==> src/rtl/matrix_skew_feeder_if.sv <==
// Load/start bus plus the skewed A/B streams and control strobes of the
// matrix skew feeder.
interface matrix_skew_feeder_if #(
  parameter int DW = 32
);
  logic          load_valid;
  logic          load_sel;
  logic [3:0]    load_addr;
  logic [DW-1:0] load_data;
  logic          start;
  logic [DW-1:0] A1, A2, A3, A4;
  logic [DW-1:0] B1, B2, B3, B4;
  logic          mult_en;
  logic          add_en;
  logic          out_en;
  logic          busy;
  logic          done;
  logic          load_err;

  modport master (
    output load_valid, load_sel, load_addr, load_data, start,
    input  A1, A2, A3, A4, B1, B2, B3, B4,
    input  mult_en, add_en, out_en, busy, done, load_err
  );

  modport slave (
    input  load_valid, load_sel, load_addr, load_data, start,
    output A1, A2, A3, A4, B1, B2, B3, B4,
    output mult_en, add_en, out_en, busy, done, load_err
  );
endinterface

==> src/rtl/matrix_skew_feeder.sv <==
// Feeds two 4x4 banks into a systolic multiplier as row-skewed A and
// column-skewed B streams over a 10-step FEED window, then one OUT cycle.
module matrix_skew_feeder #(
  parameter int DW = 32
) (
  input  logic                 clk,
  input  logic                 reset,
  matrix_skew_feeder_if.slave  bus
);
  typedef enum logic [1:0] {
    ST_IDLE = 2'd0,
    ST_FEED = 2'd1,
    ST_OUT  = 2'd2
  } state_t;

  localparam logic [3:0] LAST_STEP = 4'd9;

  state_t        state_r, state_s;
  logic [3:0]    cnt_r, cnt_s;
  logic          busy_r;
  logic          accept_s;
  logic [1:0]    row_s, col_s;
  logic [DW-1:0] bank_a_r [4][4];
  logic [DW-1:0] bank_b_r [4][4];
  logic [DW-1:0] a_n_s [4][4];
  logic [DW-1:0] b_n_s [4][4];
  logic [DW-1:0] a_out_s [4];
  logic [DW-1:0] b_out_s [4];
  logic [3:0]    diag_s [4];

  assign accept_s = bus.load_valid && !busy_r;
  assign row_s    = bus.load_addr[3:2];
  assign col_s    = bus.load_addr[1:0];
  assign bus.busy = busy_r;

  // Bank contents as of the coming edge, so a load coinciding with start is seen by step 0
  always_comb begin
    a_n_s = bank_a_r;
    b_n_s = bank_b_r;
    if (accept_s) begin
      if (bus.load_sel) begin
        b_n_s[row_s][col_s] = bus.load_data;
      end else begin
        a_n_s[row_s][col_s] = bus.load_data;
      end
    end else begin
      a_n_s = bank_a_r;
      b_n_s = bank_b_r;
    end
  end

  // Sequencer next state and step counter
  always_comb begin
    state_s = state_r;
    cnt_s   = 4'd0;
    case (state_r)
      ST_IDLE: begin
        if (bus.start) begin
          state_s = ST_FEED;
        end else begin
          state_s = ST_IDLE;
        end
      end
      ST_FEED: begin
        if (cnt_r == LAST_STEP) begin
          state_s = ST_OUT;
        end else begin
          state_s = ST_FEED;
          cnt_s   = cnt_r + 4'd1;
        end
      end
      ST_OUT:  state_s = ST_IDLE;
      default: state_s = ST_IDLE;
    endcase
  end

  // Stream i carries A row i / B column i delayed by i steps
  always_comb begin
    for (int i = 0; i < 4; i++) begin
      diag_s[i]  = cnt_s - 4'(i);
      a_out_s[i] = '0;
      b_out_s[i] = '0;
      if ((state_s == ST_FEED) && (cnt_s >= 4'(i)) && (diag_s[i] <= 4'd3)) begin
        a_out_s[i] = a_n_s[i][diag_s[i][1:0]];
        b_out_s[i] = b_n_s[diag_s[i][1:0]][i];
      end else begin
        a_out_s[i] = '0;
        b_out_s[i] = '0;
      end
    end
  end

  // State, banks and all registered outputs
  always_ff @(posedge clk) begin
    if (reset) begin
      state_r      <= ST_IDLE;
      cnt_r        <= 4'd0;
      busy_r       <= 1'b0;
      bank_a_r     <= '{default: '0};
      bank_b_r     <= '{default: '0};
      bus.A1       <= '0;
      bus.A2       <= '0;
      bus.A3       <= '0;
      bus.A4       <= '0;
      bus.B1       <= '0;
      bus.B2       <= '0;
      bus.B3       <= '0;
      bus.B4       <= '0;
      bus.mult_en  <= 1'b0;
      bus.add_en   <= 1'b0;
      bus.out_en   <= 1'b0;
      bus.done     <= 1'b0;
      bus.load_err <= 1'b0;
    end else begin
      state_r      <= state_s;
      cnt_r        <= cnt_s;
      busy_r       <= (state_s != ST_IDLE);
      bank_a_r     <= a_n_s;
      bank_b_r     <= b_n_s;
      bus.A1       <= a_out_s[0];
      bus.A2       <= a_out_s[1];
      bus.A3       <= a_out_s[2];
      bus.A4       <= a_out_s[3];
      bus.B1       <= b_out_s[0];
      bus.B2       <= b_out_s[1];
      bus.B3       <= b_out_s[2];
      bus.B4       <= b_out_s[3];
      bus.mult_en  <= (state_s == ST_FEED);
      bus.add_en   <= (state_s == ST_FEED);
      bus.out_en   <= (state_s == ST_OUT);
      bus.done     <= (state_r == ST_OUT);
      bus.load_err <= bus.load_valid && busy_r;
    end
  end
endmodule

==> src/flat_wrapper.sv <==
// flat-port wrapper written by rule: the top's interface ports become plain ports
module matrix_skew_feeder_flat 
#(
  parameter int DW = 32
)
  (clk, reset, bus_load_valid, bus_load_sel, bus_load_addr, bus_load_data, bus_start, bus_A1, bus_A2, bus_A3, bus_A4, bus_B1, bus_B2, bus_B3, bus_B4, bus_mult_en, bus_add_en, bus_out_en, bus_busy, bus_done, bus_load_err);
  matrix_skew_feeder_if #(.DW(DW)) bus_i ();
  input  logic clk;
  input  logic reset;
  input wire logic [$bits(bus_i.load_valid)-1:0] bus_load_valid;
  input wire logic [$bits(bus_i.load_sel)-1:0] bus_load_sel;
  input wire logic [$bits(bus_i.load_addr)-1:0] bus_load_addr;
  input wire logic [$bits(bus_i.load_data)-1:0] bus_load_data;
  input wire logic [$bits(bus_i.start)-1:0] bus_start;
  output wire logic [$bits(bus_i.A1)-1:0] bus_A1;
  output wire logic [$bits(bus_i.A2)-1:0] bus_A2;
  output wire logic [$bits(bus_i.A3)-1:0] bus_A3;
  output wire logic [$bits(bus_i.A4)-1:0] bus_A4;
  output wire logic [$bits(bus_i.B1)-1:0] bus_B1;
  output wire logic [$bits(bus_i.B2)-1:0] bus_B2;
  output wire logic [$bits(bus_i.B3)-1:0] bus_B3;
  output wire logic [$bits(bus_i.B4)-1:0] bus_B4;
  output wire logic [$bits(bus_i.mult_en)-1:0] bus_mult_en;
  output wire logic [$bits(bus_i.add_en)-1:0] bus_add_en;
  output wire logic [$bits(bus_i.out_en)-1:0] bus_out_en;
  output wire logic [$bits(bus_i.busy)-1:0] bus_busy;
  output wire logic [$bits(bus_i.done)-1:0] bus_done;
  output wire logic [$bits(bus_i.load_err)-1:0] bus_load_err;
  assign bus_i.load_valid = bus_load_valid;
  assign bus_i.load_sel = bus_load_sel;
  assign bus_i.load_addr = bus_load_addr;
  assign bus_i.load_data = bus_load_data;
  assign bus_i.start = bus_start;
  assign bus_A1 = bus_i.A1;
  assign bus_A2 = bus_i.A2;
  assign bus_A3 = bus_i.A3;
  assign bus_A4 = bus_i.A4;
  assign bus_B1 = bus_i.B1;
  assign bus_B2 = bus_i.B2;
  assign bus_B3 = bus_i.B3;
  assign bus_B4 = bus_i.B4;
  assign bus_mult_en = bus_i.mult_en;
  assign bus_add_en = bus_i.add_en;
  assign bus_out_en = bus_i.out_en;
  assign bus_busy = bus_i.busy;
  assign bus_done = bus_i.done;
  assign bus_load_err = bus_i.load_err;
  matrix_skew_feeder #(.DW(DW)) u_core (.clk(clk), .reset(reset), .bus(bus_i));
endmodule
==> config.mk <==
export PLATFORM = sky130hd
export DESIGN_NAME = matrix_skew_feeder_flat
export DESIGN_NICKNAME = d
export VERILOG_FILES = /design/src/rtl/matrix_skew_feeder_if.sv /design/src/rtl/matrix_skew_feeder.sv /design/src/flat_wrapper.sv
export SDC_FILE = /design/constraint.sdc
export NUM_CORES = 2
export LEC_CHECK = 0
export CELL_PAD_IN_SITES_DETAIL_PLACEMENT = 1
export CELL_PAD_IN_SITES_GLOBAL_PLACEMENT = 2
export CORE_UTILIZATION = 40
export CTS_CLUSTER_SIZE = 30
export DETAILED_ROUTE_END_ITERATION = 8
export PLACE_DENSITY = 0.95
export RECOVER_POWER = 25
export SYNTH_ARGS = -nofsm -noshare
export SYNTH_HDL_FRONTEND = slang
export SYNTH_SLANG_ARGS = --single-unit
==> constraint.sdc <==
create_clock -name clk -period 5.8 [get_ports clk]
set_input_delay 1.45 -clock clk [delete_from_list [all_inputs] [get_ports clk]]
set_output_delay 1.45 -clock clk [all_outputs]
set_load 0.01 [all_outputs]
## After elaboration in Yosys (flattened, before gate mapping)

Index checks and enable logic that the tools add are counted.

| word-level totals | value |
|---|---|
| register bits after elaboration | 1,291 |
| input port bits | 41 |
| output and inout port bits | 262 |
| logic and storage cells | 140 |

| operators by class | value |
|---|---|
| add/subtract/negate cells | 4 |
| order comparisons | 16 |
| eq/ne operators | 5 |
| mux-type cells | 39 |
| bitwise logic cells | 10 |
| reduce and logical (&&, ||, !) cells | 19 |

Operators with widths:

| operator | count |
|---|---|
| two-way mux 512 bit | 4 |
| binary-select mux 128 bit (select 2 bit) | 4 |
| bitwise mux 512 bit | 2 |
| two-way mux 128 bit | 3 |
| two-way mux 32 bit | 11 |
| binary-select mux 32 bit (select 2 bit) | 4 |
| demux 128 bit (select 2 bit) | 1 |
| two-way mux 96 bit | 2 |
| two-way mux 64 bit | 2 |
| demux 32 bit (select 2 bit) | 1 |
| greater-or-equal comparator 3 bit (second input constant) | 6 |
| NOT 2 -> 3 bit | 6 |
| <= comparator 4 x 2 -> 1 bit (second input constant) | 4 |
| logical AND 1 bit | 12 |
| greater-or-equal comparator 4 x 1 -> 1 bit (second input constant) | 2 |
| greater-or-equal comparator 4 x 2 -> 1 bit (second input constant) | 2 |
| two-way mux 4 bit | 2 |
| OR reduction 2 bit | 4 |
| subtractor 4 x 2 -> 4 bit (second input constant) | 2 |
| < comparator 3 x 1 -> 1 bit (second input constant) | 2 |
| adder 4 x 1 -> 4 bit (second input constant) | 1 |
| == test 2 x 1 -> 1 bit (second input constant) | 2 |
| == test 2 bit (second input constant) | 2 |
| == test 4 bit (second input constant) | 1 |
| 8 further kinds | 11 |

## Logic depth before layout (Yosys ltp)

| logic depth | value |
|---|---|
| depth after elaboration | 13 |
| depth in mapped cells | 14 |
| depth with buffers taken out | 9 |

## Worst setup path before layout

OpenSTA, ideal clock, no wires.

| timing | value |
|---|---|
| path type | input port to flip-flop |
| start point | input port reset |
| end point | register u_core.bus.A3[30] |
| setup time | 95 ps |
| arrival | 3,186 ps |
| setup slack | 2,519 ps |
| cell stages on the path | 9 |
| buffers on the path | 3 |
| cell sequence | buf_2 -> or2_2 -> a211o_1 -> inv_2 -> o2111ai_1 -> mux2_2 -> buf_2 -> buf_2 -> a221oi_1 |

| between the ends | value |
|---|---|
| longest elaborated chain between the ends | 1 |

RTL lines:

| what | line | RTL |
|---|---|---|
| start, declared | flat_wrapper.sv:9 | `input logic reset;` |
| OR reduction 2 bit (no source line) | - |  |
| end signal, assigned | matrix_skew_feeder.sv:122 | `bus.A3 <= a_out_s[2];` |
| end, declared | matrix_skew_feeder_if.sv:28 | `output A1, A2, A3, A4, B1, B2, B3, B4,` |

Every way passes these cells.
A chain may end at the register's enable or synchronous reset.

## Final worst setup path

| timing | value |
|---|---|
| start point | input port bus_load_valid |
| end point | register u_core.bus.A3[28] |

| between the ends | value |
|---|---|
| longest elaborated chain between the ends | 5 |

RTL lines:

| what | line | RTL |
|---|---|---|
| start, declared | flat_wrapper.sv:10 | `input wire logic [$bits(bus_i.load_valid)-1:0] bus_load_valid;` |
| logical AND 1 bit | matrix_skew_feeder.sv:31 | `assign accept_s = bus.load_valid && !busy_r;` |
| two-way mux 512 bit | matrix_skew_feeder.sv:40 | `if (accept_s) begin` |
| binary-select mux 32 bit (select 2 bit) | matrix_skew_feeder.sv:84 | `a_out_s[i] = a_n_s[i][diag_s[i][1:0]];` |
| two-way mux 32 bit (implied by the code) (2 in a row) | matrix_skew_feeder.sv:84 |  |

Every way passes these cells. The select of a mux whose other input is x is not followed.

==> out/summary.txt <==
CP Capture Point = u_core.bus.A3[28]
Critical Path Start Type = input port
Critical Path Fanout Max = 27
DP Cell Count = 7283
Tot GR Track Use = 0.282
Detailed Route WL = 190000 um
Yosys cell types = 78
Reg2Reg Setup Slack = 1640 ps
Async SR Flop Fraction = 0
Setup crit end kind = flop
Synthesized net count = 5799
CTS max path bufs = 3
Total die area = 130000 um^2
CTS tree = done
Worst r2r src = u_core.cnt_r[0]
Avg Cell Area, Syn = 8.96 um^2
Syn Inst Count = 5752
Critical path class = input port to flop
DRC = 0
Area Growth Syn to Fin = 17.5%
First drt pass iteration count = 5
Post-placement worst setup slack = 960 ps
Initial detailed-routing violation count = 3868
Mapped Area = 51500 um^2
Vias in the first global route = 45500
Worst Skew = 35.4 ps
Row count = 131
Hold violation count in the final report = 0
Routed via count = 44700
Number of flops mapped to enable cells by yosys = 0
NumNets Final = 5814
Worst IR Drop VDD = 299 uV
Cts repair resizes = 0
H-tree depth = 4
Hold Path Class = flop to flop
Grt ovf = 0
Synth cell count leaders = dfxtp_1, nand2_1, nor2_1, mux2i_1, a21oi_1
CTS Sinks = 1291
P per Cell Area = 333 nW/um^2
Cts bufs inserted = 144
Via density = 5.92
Synth Flop Type = dfxtp_1
R2r worst-path depth = 11
Outcome = finished with violations
Post-route ant nets = 0
Global-route wire length before repair = 283000 um
Initial antenna violation count = 16
Failing checks = max-capacitance violations, max-slew violations
Port-buffer cells = 302
Post-CTS Hold Fix Bufs = 0
Clk slew on worst S/H paths = 60 ps
Die Y = 361 um
Setup Viol. Count Final = 0
Slew @ Worst Pin = 2580 ps
Top-area cell type share of the netlist area = 0.501
Post-detail-place hpwl = 112000 um
Final worst-path cycle share = 0.831
MaxCap Viol Count = 7
Worst path arrival time = 5520 ps
Io pins = 303
FF+latch area = 25800 um^2
Lkg Pwr = 23.1 nW
Reg2reg end = u_core.bus.B4[22]
Core area = 128000 um^2
Setup crit start = bus_load_valid
Sequential fraction of the synthesis area = 0.501
Fraction of final layout cells sized beyond drive strength 1 = 0.0918
Synth warn = 0
Finished Layout Cells = 7554
RSZ-0062 raised after global routing = false
Placer Congestion = 0.856
Setup WS post-layout = 979 ps
CP required = 6500 ps
Setup Fix Bufs, Post-CTS = 0
Multi-input logic area = 23200 um^2
Max-slew headroom = -0.722
Dominant cell type by area after synthesis = dfxtp_1
Fill count = 14400
Wirelength per Cell = 25.1 um
Setup TNS = 0 ps
Yosys reg bits = 1291
Chip Width = 361 um
Initial core utilization = 0.404
Count leader, synth = dfxtp_1
Clock Latency Late Sink = 800 ps
Top cells by area, synth = dfxtp_1, mux2i_1, nand2_1
Max Fclk = 207 MHz
Pin count of the biggest net entering global routing = 218
Final slew viol count = 445
Root Buffer Master = clkbuf_16
Final min period = 4820 ps
## critical path: stages
cell and delay, ps:
dlygate4sd3_1 590, or3b_1 1290, nor2_1 570, nor2_1 1070, a32oi_1 270, a31oi_1 250
## cell type report
class | count | area share
antenna | 8 | 0.000330
clock buffer | 211 | 0.0695
clock inverter | 52 | 0.0141
inverter | 54 | 0.00335
multi-input combinational | 3820 | 0.384
sequential | 1291 | 0.427
tap | 1662 | 0.0343
timing repair buffer | 456 | 0.0682
## kinds of logic (layout without fill, tap and decap cells)
logic type | Yosys count | count (layout) | synth area share
mux | 565 | 565 | 0.110
buf+inv | 641 | 773 | 0.0512
fa+ha+maj | 6 | 6 | 0.00146
other cells | 0 | 8 | 0
compound gates | 1297 | 1297 | 0.175
simple gates | 1948 | 1948 | 0.160
xor+xnor | 4 | 4 | 0.000680
flops | 1291 | 1291 | 0.501
## routing by layer
| metal | vias to the layer above | wire (um) | GRT usage |
|---|---|---|---|
| met3 | 335 | 11800 | 0.0426 |
| li1 | 20100 | - | - |
| met4 | 4 | 6960 | 0.119 |
| met5 | - | 27 | 0 |
| met1 | 22800 | 80900 | 0.363 |
| met2 | 1509 | 89900 | 0.470 |
## how the worst min path moves through the flow
| stage | from | to | slack, ps | cells after the start |
|---|---|---|---|---|
| after floorplan | u_core.bank_a_r[484] | u_core.bank_a_r[484] | 430 | 2 |
| after global routing | u_core.bank_a_r[504] | u_core.bank_a_r[504] | 470 | 2 |
| after CTS | u_core.bank_a_r[500] | u_core.bank_a_r[500] | 450 | 2 |
| after global placement | u_core.bank_b_r[495] | u_core.bank_b_r[495] | 440 | 2 |
| after detailed placement | u_core.bank_a_r[500] | u_core.bank_a_r[500] | 440 | 2 |
| final | u_core.bank_b_r[100] | u_core.bank_b_r[100] | 450 | 2 |
## sequential cells by signal, indices dropped and copies added, names as in the netlist
name	flops
u_core.bank_a_r	512
u_core.bank_b_r	512
u_core.bus.A1	32
u_core.bus.A2	32
u_core.bus.A3	32
u_core.bus.A4	32
u_core.bus.B1	32
u_core.bus.B2	32
u_core.bus.B3	32
u_core.bus.B4	32
u_core.bus.busy	1
u_core.bus.done	1
u_core.bus.load_err	1
u_core.bus.mult_en	1
u_core.bus.out_en	1
u_core.cnt_r	4
u_core.state_r	2
## per-stage QoR
| step | hold WS (ps) | util | power [mW] | instance area, um^2 |
|---|---|---|---|---|
| 2_1_floorplan | 432 | - | 10.0 | 51500 |
| 3_3_place_gp | 438 | 0.435 | 10.6 | 55600 |
| 3_5_place_dp | 445 | 0.435 | 10.6 | 55600 |
| 4_1_cts | 453 | 0.475 | 20.3 | 60600 |
| 5_1_grt | 470 | 0.474 | 20.8 | 60600 |
| 6_report | 450 | 0.474 | 20.2 | 60600 |
## power breakdown
part	leakage (nW)	internal, mW	switching (mW)
clock network	2.48	5.80	3.93
registers	10.4	8.94	0.0406
logic	10.3	0.412	1.02
total	23.1	15.2	5.00
## layout by cell type (no fill, tap or decap), types with 10 or more instances in the layout
cell,instances
o21ai_0,46
nor2_1,628
buf_2,32
o32ai_1,25
dlygate4sd3_1,221
or3_1,13
a22o_1,111
a2111oi_2,30
o22ai_1,28
clkbuf_8,29
o221ai_1,38
nor3_4,10
nand2_1,988
a221oi_1,15
o22a_1,42
a21o_1,31
a32oi_1,66
buf_12,11
buf_4,133
o2111ai_1,22
clkbuf_16,147
nor3_1,62
and4_1,43
a21oi_1,501
clkinv_2,21
inv_1,53
o21ai_1,36
and3_1,89
clkbuf_1,43
mux2i_1,556
dfxtp_1,1291
bufinv_16,16
o211ai_1,38
clkdlybuf4s50_1,48
nand3_1,37
a22oi_1,142
o221a_2,33
a31oi_1,22
Note: power is estimated with default switching activity, not from simulation.
